File: src/rtl/conv_sequencer_if.sv
// Control/stream handshake bundle between a pixel/weight source and conv_sequencer.
// Master drives requests, pixels and stall; slave returns strobes, window status and coordinates.
interface conv_sequencer_if #(
    parameter int KERN_DIM = 3,
    parameter int WIDTH    = 28,
    parameter int HEIGHT   = 28
);
  localparam int IW = $clog2(KERN_DIM * KERN_DIM);
  localparam int RW = $clog2(HEIGHT);
  localparam int CW = $clog2(WIDTH);

  logic          start;
  logic          load_weights;
  logic          w_valid;
  logic          write_weights;
  logic [IW-1:0] w_index;
  logic          px_valid;
  logic          out_stall;
  logic          px_ready;
  logic          three_shift;
  logic          win_valid;
  logic [RW-1:0] out_row;
  logic [CW-1:0] out_col;
  logic          busy;
  logic          frame_done;

  modport master (
    output start, load_weights, w_valid, px_valid, out_stall,
    input  write_weights, w_index, px_ready, three_shift, win_valid,
           out_row, out_col, busy, frame_done
  );

  modport slave (
    input  start, load_weights, w_valid, px_valid, out_stall,
    output write_weights, w_index, px_ready, three_shift, win_valid,
           out_row, out_col, busy, frame_done
  );
endinterface

File: src/rtl/conv_sequencer.sv
// Sequences kernel weight loading and raster pixel streaming for a KxK sliding window.
// win_valid/out_row/out_col lag the accepted pixel by one cycle; out_stall drops px_ready and freezes all counters.
module conv_sequencer #(
    parameter int KERN_DIM = 3,
    parameter int WIDTH    = 28,
    parameter int HEIGHT   = 28,
    parameter int STRIDE   = 1
) (
    input  logic clk,
    input  logic reset,
    conv_sequencer_if.slave bus
);
  localparam int NW = KERN_DIM * KERN_DIM;
  localparam int IW = $clog2(NW);
  localparam int RW = $clog2(HEIGHT);
  localparam int CW = $clog2(WIDTH);
  localparam int PW = (STRIDE > 1) ? $clog2(STRIDE) : 1;

  localparam logic [1:0] IDLE   = 2'd0;
  localparam logic [1:0] LOAD_W = 2'd1;
  localparam logic [1:0] STREAM = 2'd2;
  localparam logic [1:0] DONE   = 2'd3;

  localparam logic [IW-1:0] W_LAST = IW'(NW - 1);
  localparam logic [RW-1:0] R_LAST = RW'(HEIGHT - 1);
  localparam logic [CW-1:0] C_LAST = CW'(WIDTH - 1);
  localparam logic [RW-1:0] R_K1   = RW'(KERN_DIM - 1);
  localparam logic [CW-1:0] C_K1   = CW'(KERN_DIM - 1);
  localparam logic [PW-1:0] P_LAST = PW'(STRIDE - 1);

  logic [1:0]    state;
  logic [IW-1:0] w_idx;
  logic [RW-1:0] row;
  logic [CW-1:0] col;
  logic [PW-1:0] row_ph;
  logic [PW-1:0] col_ph;
  logic          weights_loaded;
  logic          win_valid_q;
  logic [RW-1:0] out_row_q;
  logic [CW-1:0] out_col_q;

  logic accept;
  logic wr;
  logic hit;

  assign accept = (state == STREAM) && bus.px_valid && !bus.out_stall;
  assign wr     = (state == LOAD_W) && bus.w_valid;
  // Phase counters hold (coord - KERN_DIM + 1) mod STRIDE once the coordinate reaches the kernel edge.
  assign hit    = (row >= R_K1) && (col >= C_K1) && (row_ph == '0) && (col_ph == '0);

  assign bus.write_weights = wr;
  assign bus.w_index       = w_idx;
  assign bus.px_ready      = (state == STREAM) && !bus.out_stall;
  assign bus.three_shift   = accept;
  assign bus.win_valid     = win_valid_q;
  assign bus.out_row       = out_row_q;
  assign bus.out_col       = out_col_q;
  assign bus.busy          = (state != IDLE);
  assign bus.frame_done    = (state == DONE);

  always_ff @(posedge clk) begin
    if (reset) begin
      state          <= IDLE;
      w_idx          <= '0;
      row            <= '0;
      col            <= '0;
      row_ph         <= '0;
      col_ph         <= '0;
      weights_loaded <= 1'b0;
      win_valid_q    <= 1'b0;
      out_row_q      <= '0;
      out_col_q      <= '0;
    end else begin
      win_valid_q <= accept && hit;
      if (accept && hit) begin
        out_row_q <= row - R_K1;
        out_col_q <= col - C_K1;
      end
      case (state)
        IDLE: begin
          if (bus.start)
            state <= (bus.load_weights || !weights_loaded) ? LOAD_W : STREAM;
        end
        LOAD_W: begin
          if (wr) begin
            if (w_idx == W_LAST) begin
              w_idx          <= '0;
              weights_loaded <= 1'b1;
              state          <= STREAM;
            end else begin
              w_idx <= w_idx + 1'b1;
            end
          end
        end
        STREAM: begin
          if (accept) begin
            if (col == C_LAST) begin
              col    <= '0;
              col_ph <= '0;
              if (row == R_LAST) begin
                row    <= '0;
                row_ph <= '0;
                state  <= DONE;
              end else begin
                row    <= row + 1'b1;
                row_ph <= (row < R_K1 || row_ph == P_LAST) ? '0 : row_ph + 1'b1;
              end
            end else begin
              col    <= col + 1'b1;
              col_ph <= (col < C_K1 || col_ph == P_LAST) ? '0 : col_ph + 1'b1;
            end
          end
        end
        DONE: begin
          row    <= '0;
          col    <= '0;
          row_ph <= '0;
          col_ph <= '0;
          w_idx  <= '0;
          state  <= IDLE;
        end
        default: state <= IDLE;
      endcase
    end
  end
endmodule

File: src/flat_wrapper.sv
// flat-port wrapper written by rule: the top's interface ports become plain ports
module conv_sequencer_flat 
#(
    parameter int KERN_DIM = 3,
    parameter int WIDTH    = 28,
    parameter int HEIGHT   = 28,
    parameter int STRIDE   = 1
)
  (clk, reset, bus_start, bus_load_weights, bus_w_valid, bus_px_valid, bus_out_stall, bus_write_weights, bus_w_index, bus_px_ready, bus_three_shift, bus_win_valid, bus_out_row, bus_out_col, bus_busy, bus_frame_done);
  conv_sequencer_if #(.KERN_DIM(KERN_DIM), .WIDTH(WIDTH), .HEIGHT(HEIGHT)) bus_i ();
  input  logic clk;
  input  logic reset;
  input wire logic [$bits(bus_i.start)-1:0] bus_start;
  input wire logic [$bits(bus_i.load_weights)-1:0] bus_load_weights;
  input wire logic [$bits(bus_i.w_valid)-1:0] bus_w_valid;
  input wire logic [$bits(bus_i.px_valid)-1:0] bus_px_valid;
  input wire logic [$bits(bus_i.out_stall)-1:0] bus_out_stall;
  output wire logic [$bits(bus_i.write_weights)-1:0] bus_write_weights;
  output wire logic [$bits(bus_i.w_index)-1:0] bus_w_index;
  output wire logic [$bits(bus_i.px_ready)-1:0] bus_px_ready;
  output wire logic [$bits(bus_i.three_shift)-1:0] bus_three_shift;
  output wire logic [$bits(bus_i.win_valid)-1:0] bus_win_valid;
  output wire logic [$bits(bus_i.out_row)-1:0] bus_out_row;
  output wire logic [$bits(bus_i.out_col)-1:0] bus_out_col;
  output wire logic [$bits(bus_i.busy)-1:0] bus_busy;
  output wire logic [$bits(bus_i.frame_done)-1:0] bus_frame_done;
  assign bus_i.start = bus_start;
  assign bus_i.load_weights = bus_load_weights;
  assign bus_i.w_valid = bus_w_valid;
  assign bus_i.px_valid = bus_px_valid;
  assign bus_i.out_stall = bus_out_stall;
  assign bus_write_weights = bus_i.write_weights;
  assign bus_w_index = bus_i.w_index;
  assign bus_px_ready = bus_i.px_ready;
  assign bus_three_shift = bus_i.three_shift;
  assign bus_win_valid = bus_i.win_valid;
  assign bus_out_row = bus_i.out_row;
  assign bus_out_col = bus_i.out_col;
  assign bus_busy = bus_i.busy;
  assign bus_frame_done = bus_i.frame_done;
  conv_sequencer #(.KERN_DIM(KERN_DIM), .WIDTH(WIDTH), .HEIGHT(HEIGHT), .STRIDE(STRIDE)) u_core (.clk(clk), .reset(reset), .bus(bus_i));
endmodule
File: config.mk
export PLATFORM = sky130hd
export DESIGN_NAME = conv_sequencer_flat
export DESIGN_NICKNAME = d
export VERILOG_FILES = /design/src/rtl/conv_sequencer_if.sv /design/src/rtl/conv_sequencer.sv /design/src/flat_wrapper.sv
export SDC_FILE = /design/constraint.sdc
export NUM_CORES = 1
export LEC_CHECK = 0
export BUFFER_PORTS_ARGS = -buffer_cell sky130_fd_sc_hd__buf_2
export CORE_ASPECT_RATIO = 1.75
export CORE_UTILIZATION = 45
export CTS_CLUSTER_DIAMETER = 200
export DETAILED_ROUTE_END_ITERATION = 10
export GPL_ROUTABILITY_DRIVEN = 1
export PLACE_DENSITY = 0.66
export RECOVER_POWER = 50
export SLEW_MARGIN = 20
export SYNTH_ARGS = -nofsm -noshare
export SYNTH_HDL_FRONTEND = slang
export SYNTH_SLANG_ARGS = --single-unit
File: constraint.sdc
create_clock -name clk -period 3.1 [get_ports clk]
set_input_delay 0 -clock clk [delete_from_list [all_inputs] [get_ports clk]]
set_output_delay 0 -clock clk [all_outputs]
set_load 0.01 [all_outputs]
==> summary.md, run 1 <==
| Metric | Value |
|---|---|
| Routed WL | 3.776 mm |
| Io pins | 27 |
| Most used DFF post-synth | dfxtp_1 |
| Ys Warns | 0 |
| Crit path max-delay cell type | a2111oi_4 |
| Finished Cell Area | 1908 sq um |
| Setup_tns | 0 ns |
| Via Count | 1485 |
| WHS | 0.1361 ns |
| #FFs+latches synth | 30 |
| # H-tree levels | 2 |
| Layout cells sized above 1 | 10.00% |
| Worst r2r src | u_core.state[0] |
| Crit-path cells | inv_1 -> ha_1 -> nand3b_1 -> a2111oi_4 -> a21oi_1 -> a211oi_1 |
| Hold-fix buffers, CTS | 0 |
| Async SR Flop Fraction | 0% |
| Hold endpoint | u_core.bus.w_index[0] |
| CP top delay family | compound AO/OA/AOI/OAI gates |
| Worst-Skew Late Latency | 0.28 ns |
| Final cell count without fillers | 265 |
| Clk buf depth | 2 |
| Setup Fix Bufs, Post-CTS | 0 |
| Startpoint Class | register |
| Pin count of the biggest net entering global routing | 24 |
| DPL Wire Length | 2.879 mm |
| Seq/Total Area, Yosys | 35.96% |
| Critical path depth | 6 |
| Hold Crit Class | in2reg |
| RSZ-0062 raised after global routing | false |
| Vias in the first global route | 1423 |
| Die height | 82.60 um |
| Core area | 3468 sq um |
| Total GRT Usage | 21.81% |
| Initial antenna violation count | 0 |
| Hold Path Origin | reset |
| Resized cells post-CTS | 0 |
| Avg Synthesized Cell Area | 8.745 sq um |
| VDD IR max | 553.2 uV |
| Cell leakage power | 0.0007013 uW |
| P per Cell Area | 587.4 nW/um^2 |
| First-pass GRT wire length | 6.182 mm |
| GRT Residual Overflow | 0 |
| Setup ws final | 0.9013 ns |
| Placed cell areas | 1836 sq um |
| Num CTS Buffers | 5 |
| Clock-pin slew of the registers on the worst-case setup and hold paths | 0.07 ns |
| Layout Nets | 241 |
| GRT Max-Usage Layer | met2 |
| Setup Skew | 0.005476 ns |
| Die Width | 48.06 um |
| CTS tree | yes |
| Worst Setup Slack post-DPL | 1.087 ns |
| # clock sinks | 30 |
| Tcrit/Tclk final | 70.93% |
| GR Util met1 | 21.85% |
| Initial DRC count | 29 |
| Initial Util | 48.16% |
| Critical R2R Capture | u_core.bus.out_col[2] |
| Maxcap violations | 0 |
| Grt met2 use | 40.14% |
| Post-Synthesis Cell Area | 1670 sq um |
| Minimum clock period | 2.199 ns |
| Most frequent cells in the layout | dfxtp_1 (30), a21oi_1 (24), clkbuf_1 (19) |
| ANT nets after route | 0 |
| Worst R2R Setup Slack | 0.90 ns |
| Crit-path max cell delay | 0.60 ns |
| Worst Tran Pin Value | 0.5940 ns |
| Port bufs | 26 |
| Area Growth Syn to Fin | 14.23% |
| Rows | 28 |
| EDFF count, synth | 0 |
| Status | completed |
| Final setup violation count | 0 |
| Hold Vio Cnt, Final | 0 |
| Path depth of the worst reg2reg path | 6 |
| GPL Wtd Cong | 0.7803 |
| Fmax | 0.4548 GHz |
| Max FO, Critical Path | 10 |
| Drt via density | 5.604 |
| Worst setup path start | u_core.state[0] |
| N_diodes | 0 |
| Slew Limit Fails | 0 |
| Pre-Repair DR Iteration Count | 4 |
| Cells after Synth | 191 |
| Clock root buffer | clkbuf_8 |
| Critical Path AT | 2.39 ns |
| Commonest non-fill, non-tap cell in the layout | dfxtp_1 |
| Synthesized Nets | 213 |
| WP buf/inv | 1 |
| WHS Path Cells | 2 |
| Max-Slew Margin vs Limit | 60.40% |
| Worst Setup End Kind | register |
| Crit path kind | reg2reg |
| WL per Instance | 14.25 um |
| Die area | 3969 sq um |
| Placed cells | 257 |
| Data required, critical path | 3.29 ns |
| Global-route met3 utilization | 4.348% |
| Netlist cell types | 41 |
| DR DRC count | 0 |
-- sequential cells by signal, summed over array words and instances, names as in the netlist --
register / flops
u_core.bus.out_col: 5
u_core.bus.out_row: 5
u_core.bus.w_index: 4
u_core.bus.win_valid: 1
u_core.col: 5
u_core.col_ph: 1
u_core.row: 5
u_core.row_ph: 1
u_core.state: 2
u_core.weights_loaded: 1
-- cell usage after synthesis, types with 3 or more instances --
cell type | instances | area share (%)
dfxtp_1 | 30 | 36
a21oi_1 | 24 | 7.2
inv_1 | 16 | 3.6
ha_1 | 15 | 11
o21ai_0 | 12 | 3.6
nor2_1 | 11 | 2.5
a211oi_1 | 8 | 3.6
nand2_1 | 8 | 1.8
xnor2_1 | 7 | 3.7
nand3_1 | 5 | 1.5
nand2b_1 | 4 | 1.5
o22ai_1 | 4 | 1.5
and3_1 | 3 | 1.1
clkbuf_1 | 3 | 0.67
nand3b_1 | 3 | 1.3
nor2b_1 | 3 | 1.1
nor3_1 | 3 | 0.90
-- cells by family after synthesis --
kind of cell / count (synthesis) / share of synthesized area, %
AOI/OAI and AO/OA: 57 / 21.65
xor gates and xnor gates: 7 / 3.670
adders and majority gates: 15 / 11.24
buffers and inverters: 22 / 5.094
DFF: 30 / 35.96
and+or+nand+nor: 60 / 22.40
-- how the worst max path moves through the flow --
stage	end	slack (ns)
6_report	u_core.bus.out_col[2]	0.90
4_1_cts	u_core.bus.out_col[2]	1.05
5_1_grt	u_core.bus.out_row[2]	0.67
3_5_place_dp	u_core.bus.out_col[2]	1.09
2_1_floorplan	u_core.bus.out_col[2]	1.34
3_3_place_gp	u_core.bus.out_row[4]	1.18
-- per-layer routing --
layer,wire (um),share of wire (%)
met3,128,3.4
met4,94,2.5
met2,2088,55
met1,1465,39
met5,0,0
-- report_power, final --
| part | switching [uW] | internal, uW | total [uW] | leakage, uW |
|---|---|---|---|---|
| registers | 28.5 | 409 | 438 | 0.000242 |
| logic | 183 | 111 | 294 | 0.000401 |
| clock network | 153 | 236 | 389 | 0.0000579 |
-- metrics by stage --
stage / utilization (%) / total power [uW]
floorplan: - / 665.1
CTS: 56.06 / 1140
global route: 55.01 / 1185
detailed placement: 52.92 / 751.4
global placement: 52.92 / 738.7
finish: 55.01 / 1121
-- area by class of cell --
cell class	count	area (sq um)
tap	45	56.30
fill	355	1560
multi-input combinational	139	972.2
clock buffer	5	68.82
timing repair buffer	26	106.4
inverter	17	63.81
clock inverter	3	40.04
sequential	30	600.6
Note: power is estimated with default switching activity, not from simulation.
==> run 2, diff against run 1 <==
clock period = 2.04 ns   (was 3.1 ns; I/O delays follow)
==> run 2 against run 1 <==
Sequential share of layout area is 0.40 points lower. Total power up 45%. Hold slack barely moved. Final cell count rose by 1.5%. Global-route usage down 0.28 points. Clock power rose by 28%. Setup slack worse by 0.74 ns. Critical path depth rose by 1. Flip-flop and latch count is the same. Critical path type unchanged. Critical endpoint is now u_core.state[0].
==> summary.md, run 2 (synthesized netlist as in run 1, its figures left out) <==
| Metric | Value |
|---|---|
| Die height | 82.60 um (unchanged) |
| WHS | 0.1358 ns (was 0.1361 ns) |
| Clock root buffer | clkbuf_8 (unchanged) |
| Core Util, Final | 55.84% (was 55.01%) |
| Met1 wire length | 1.404 mm (was 1.465 mm) |
| Startpoint Class | register (unchanged) |
| VDD IR max | 662.8 uV (was 553.2 uV) |
| Core area | 3468 sq um (unchanged) |
| Num CTS Buffers | 5 (unchanged) |
| ANT nets after route | 0 (unchanged) |
| Critical Path AT | 2.07 ns (was 2.39 ns) |
| Clk buf depth | 2 (unchanged) |
| Placed cells | 261 (was 257) |
| Initial DRC count | 29 (unchanged) |
| Port bufs | 26 (unchanged) |
| Worst Tran Pin Value | 0.4340 ns (was 0.5940 ns) |
| Crit path max-delay cell type | or4_1 (was a2111oi_4) |
| Via Count | 1495 (was 1485) |
| Hold Path Origin | reset (unchanged) |
| Met2 Wirelength | 2.116 mm (was 2.088 mm) |
| Routed WL | 3.753 mm (was 3.776 mm) |
| Setup ws final | 0.1577 ns (was 0.9013 ns) |
| Crit-path max cell delay | 0.48 ns (was 0.60 ns) |
| Cell leakage power | 0.0007327 uW (was 0.0007013 uW) |
| WL per Instance | 13.95 um (was 14.25 um) |
| Worst Setup Slack post-DPL | 0.08464 ns (was 1.087 ns) |
| Pre-Repair DR Iteration Count | 5 (was 4) |
| First-pass GRT wire length | 6.078 mm (was 6.182 mm) |
| Hold Vio Cnt, Final | 0 (unchanged) |
| P per Cell Area | 837.8 nW/um^2 (was 587.4 nW/um^2) |
| Final setup violation count | 0 (unchanged) |
| Minimum clock period | 1.882 ns (was 2.199 ns) |
| Crit path kind | reg2reg (unchanged) |
| Hold Crit Class | in2reg (unchanged) |
| GRT Residual Overflow | 0 (unchanged) |
| Clock-pin slew of the registers on the worst-case setup and hold paths | 0.06 ns (was 0.07 ns) |
| Vias in the first global route | 1407 (was 1423) |
| Max-Slew Margin vs Limit | 71.07% (was 60.40%) |
| Setup_tns | 0 ns (unchanged) |
| N_diodes | 0 (unchanged) |
| Worst r2r src | u_core.state[0] (unchanged) |
| Layout Nets | 245 (was 241) |
| Initial antenna violation count | 0 (unchanged) |
| Total GRT Usage | 21.53% (was 21.81%) |
| Slew Limit Fails | 0 (unchanged) |
| Die area | 3969 sq um (unchanged) |
| Hold-fix buffers, CTS | 0 (unchanged) |
| Rows | 28 (unchanged) |
| Worst setup path start | u_core.state[0] (unchanged) |
| Drt via density | 5.558 (was 5.604) |
| CTS tree | yes (unchanged) |
| Max FO, Critical Path | 10 (unchanged) |
| Die Width | 48.06 um (unchanged) |
| GPL Wtd Cong | 0.7933 (was 0.7803) |
| Worst R2R Setup Slack | 0.16 ns (was 0.90 ns) |
| Io pins | 27 (unchanged) |
| Maxcap violations | 0 (unchanged) |
| Layout cells sized above 1 | 12.05% (was 10.00%) |
| Crit-path cells | inv_1 -> ha_1 -> nand3b_4 -> inv_2 -> a31oi_1 -> or4_1 -> o31ai_1 (was inv_1 -> ha_1 -> nand3b_1 -> a2111oi_4 -> a21oi_1 -> a211oi_1) |
| Pin count of the biggest net entering global routing | 24 (unchanged) |
| Setup Fix Bufs, Post-CTS | 0 (unchanged) |
| # H-tree levels | 2 (unchanged) |
| Highest metal used | met4 (unchanged) |
| Metal3 WL | 156 um (was 128 um) |
| Number of fill cells | 332 (was 355) |
| Initial Util | 48.16% (unchanged) |
| Data required, critical path | 2.23 ns (was 3.29 ns) |
| Worst Setup End Kind | register (unchanged) |
| Status | completed (unchanged) |
| # clock sinks | 30 (unchanged) |
| Resized cells post-CTS | 0 (unchanged) |
| Final cell count without fillers | 269 (was 265) |
| Area Growth Syn to Fin | 15.96% (was 14.23%) |
| Worst-Skew Late Latency | 0.29 ns (was 0.28 ns) |
| Tcrit/Tclk final | 92.27% (was 70.93%) |
| Commonest non-fill, non-tap cell in the layout | dfxtp_1 (unchanged) |
| RSZ-0062 raised after global routing | false (unchanged) |
| Most frequent cells in the layout | dfxtp_1 (29), a21oi_1 (24), clkbuf_1 (20) (was dfxtp_1 (30), a21oi_1 (24), clkbuf_1 (19)) |
| Fmax | 0.5313 GHz (was 0.4548 GHz) |
| DPL Wire Length | 2.844 mm (was 2.879 mm) |
| Setup Skew | 0.009964 ns (was 0.005476 ns) |
| DR DRC count | 0 (unchanged) |
run 2: worst paths after layout:
path	endpoint	depth (start not counted)
setup reg to reg	u_core.state[0]	7
setup / recovery	u_core.state[0]	7
hold / removal	u_core.weights_loaded	2
hold reg to reg	u_core.weights_loaded	2
run 2: layout make-up:
type | count | area (sq um) | share of cell area [%]
Clock inverter | 1 | 5.005 | 0.2584
Sequential cell | 30 | 601.8 | 31.07
Inverter | 17 | 63.81 | 3.295
Timing Repair Buffer | 30 | 133.9 | 6.912
Tap cell | 45 | 56.30 | 2.907
Multi-Input combinational cell | 139 | 989.7 | 51.10
Clock buffer | 7 | 86.33 | 4.457
run 2: metal layers:
layer  GRT usage [%]  vias up
li1                -      749
met1           19.89      691
met2           41.22       47
met3           4.783        8
met4           9.444        0
met5               0        -
run 2: critical path: cells and delay by family, from the launching register on:
family                   cells  cell delay, ns
AO/OA/AOI/OAI                2            0.21
buffers and inverters        2            0.26
adder cells (fa/ha/maj)      1            0.33
flip-flops                   1            0.33
AND/OR/NAND/NOR              2            0.66
run 2: power by group:
part / switching, uW / internal, uW
Combinational: 291 / 176
Clock: 225 / 272
Sequential: 36.3 / 622
Total: 553 / 1070
run 2: per-stage QoR:
stage | cell area [sq um] | total power [uW]
6_report | 1937 | 1623
4_1_cts | 1957 | 1643
2_1_floorplan | 1670 | 1011
3_3_place_gp | 1866 | 1133
5_1_grt | 1937 | 1727
3_5_place_dp | 1866 | 1146
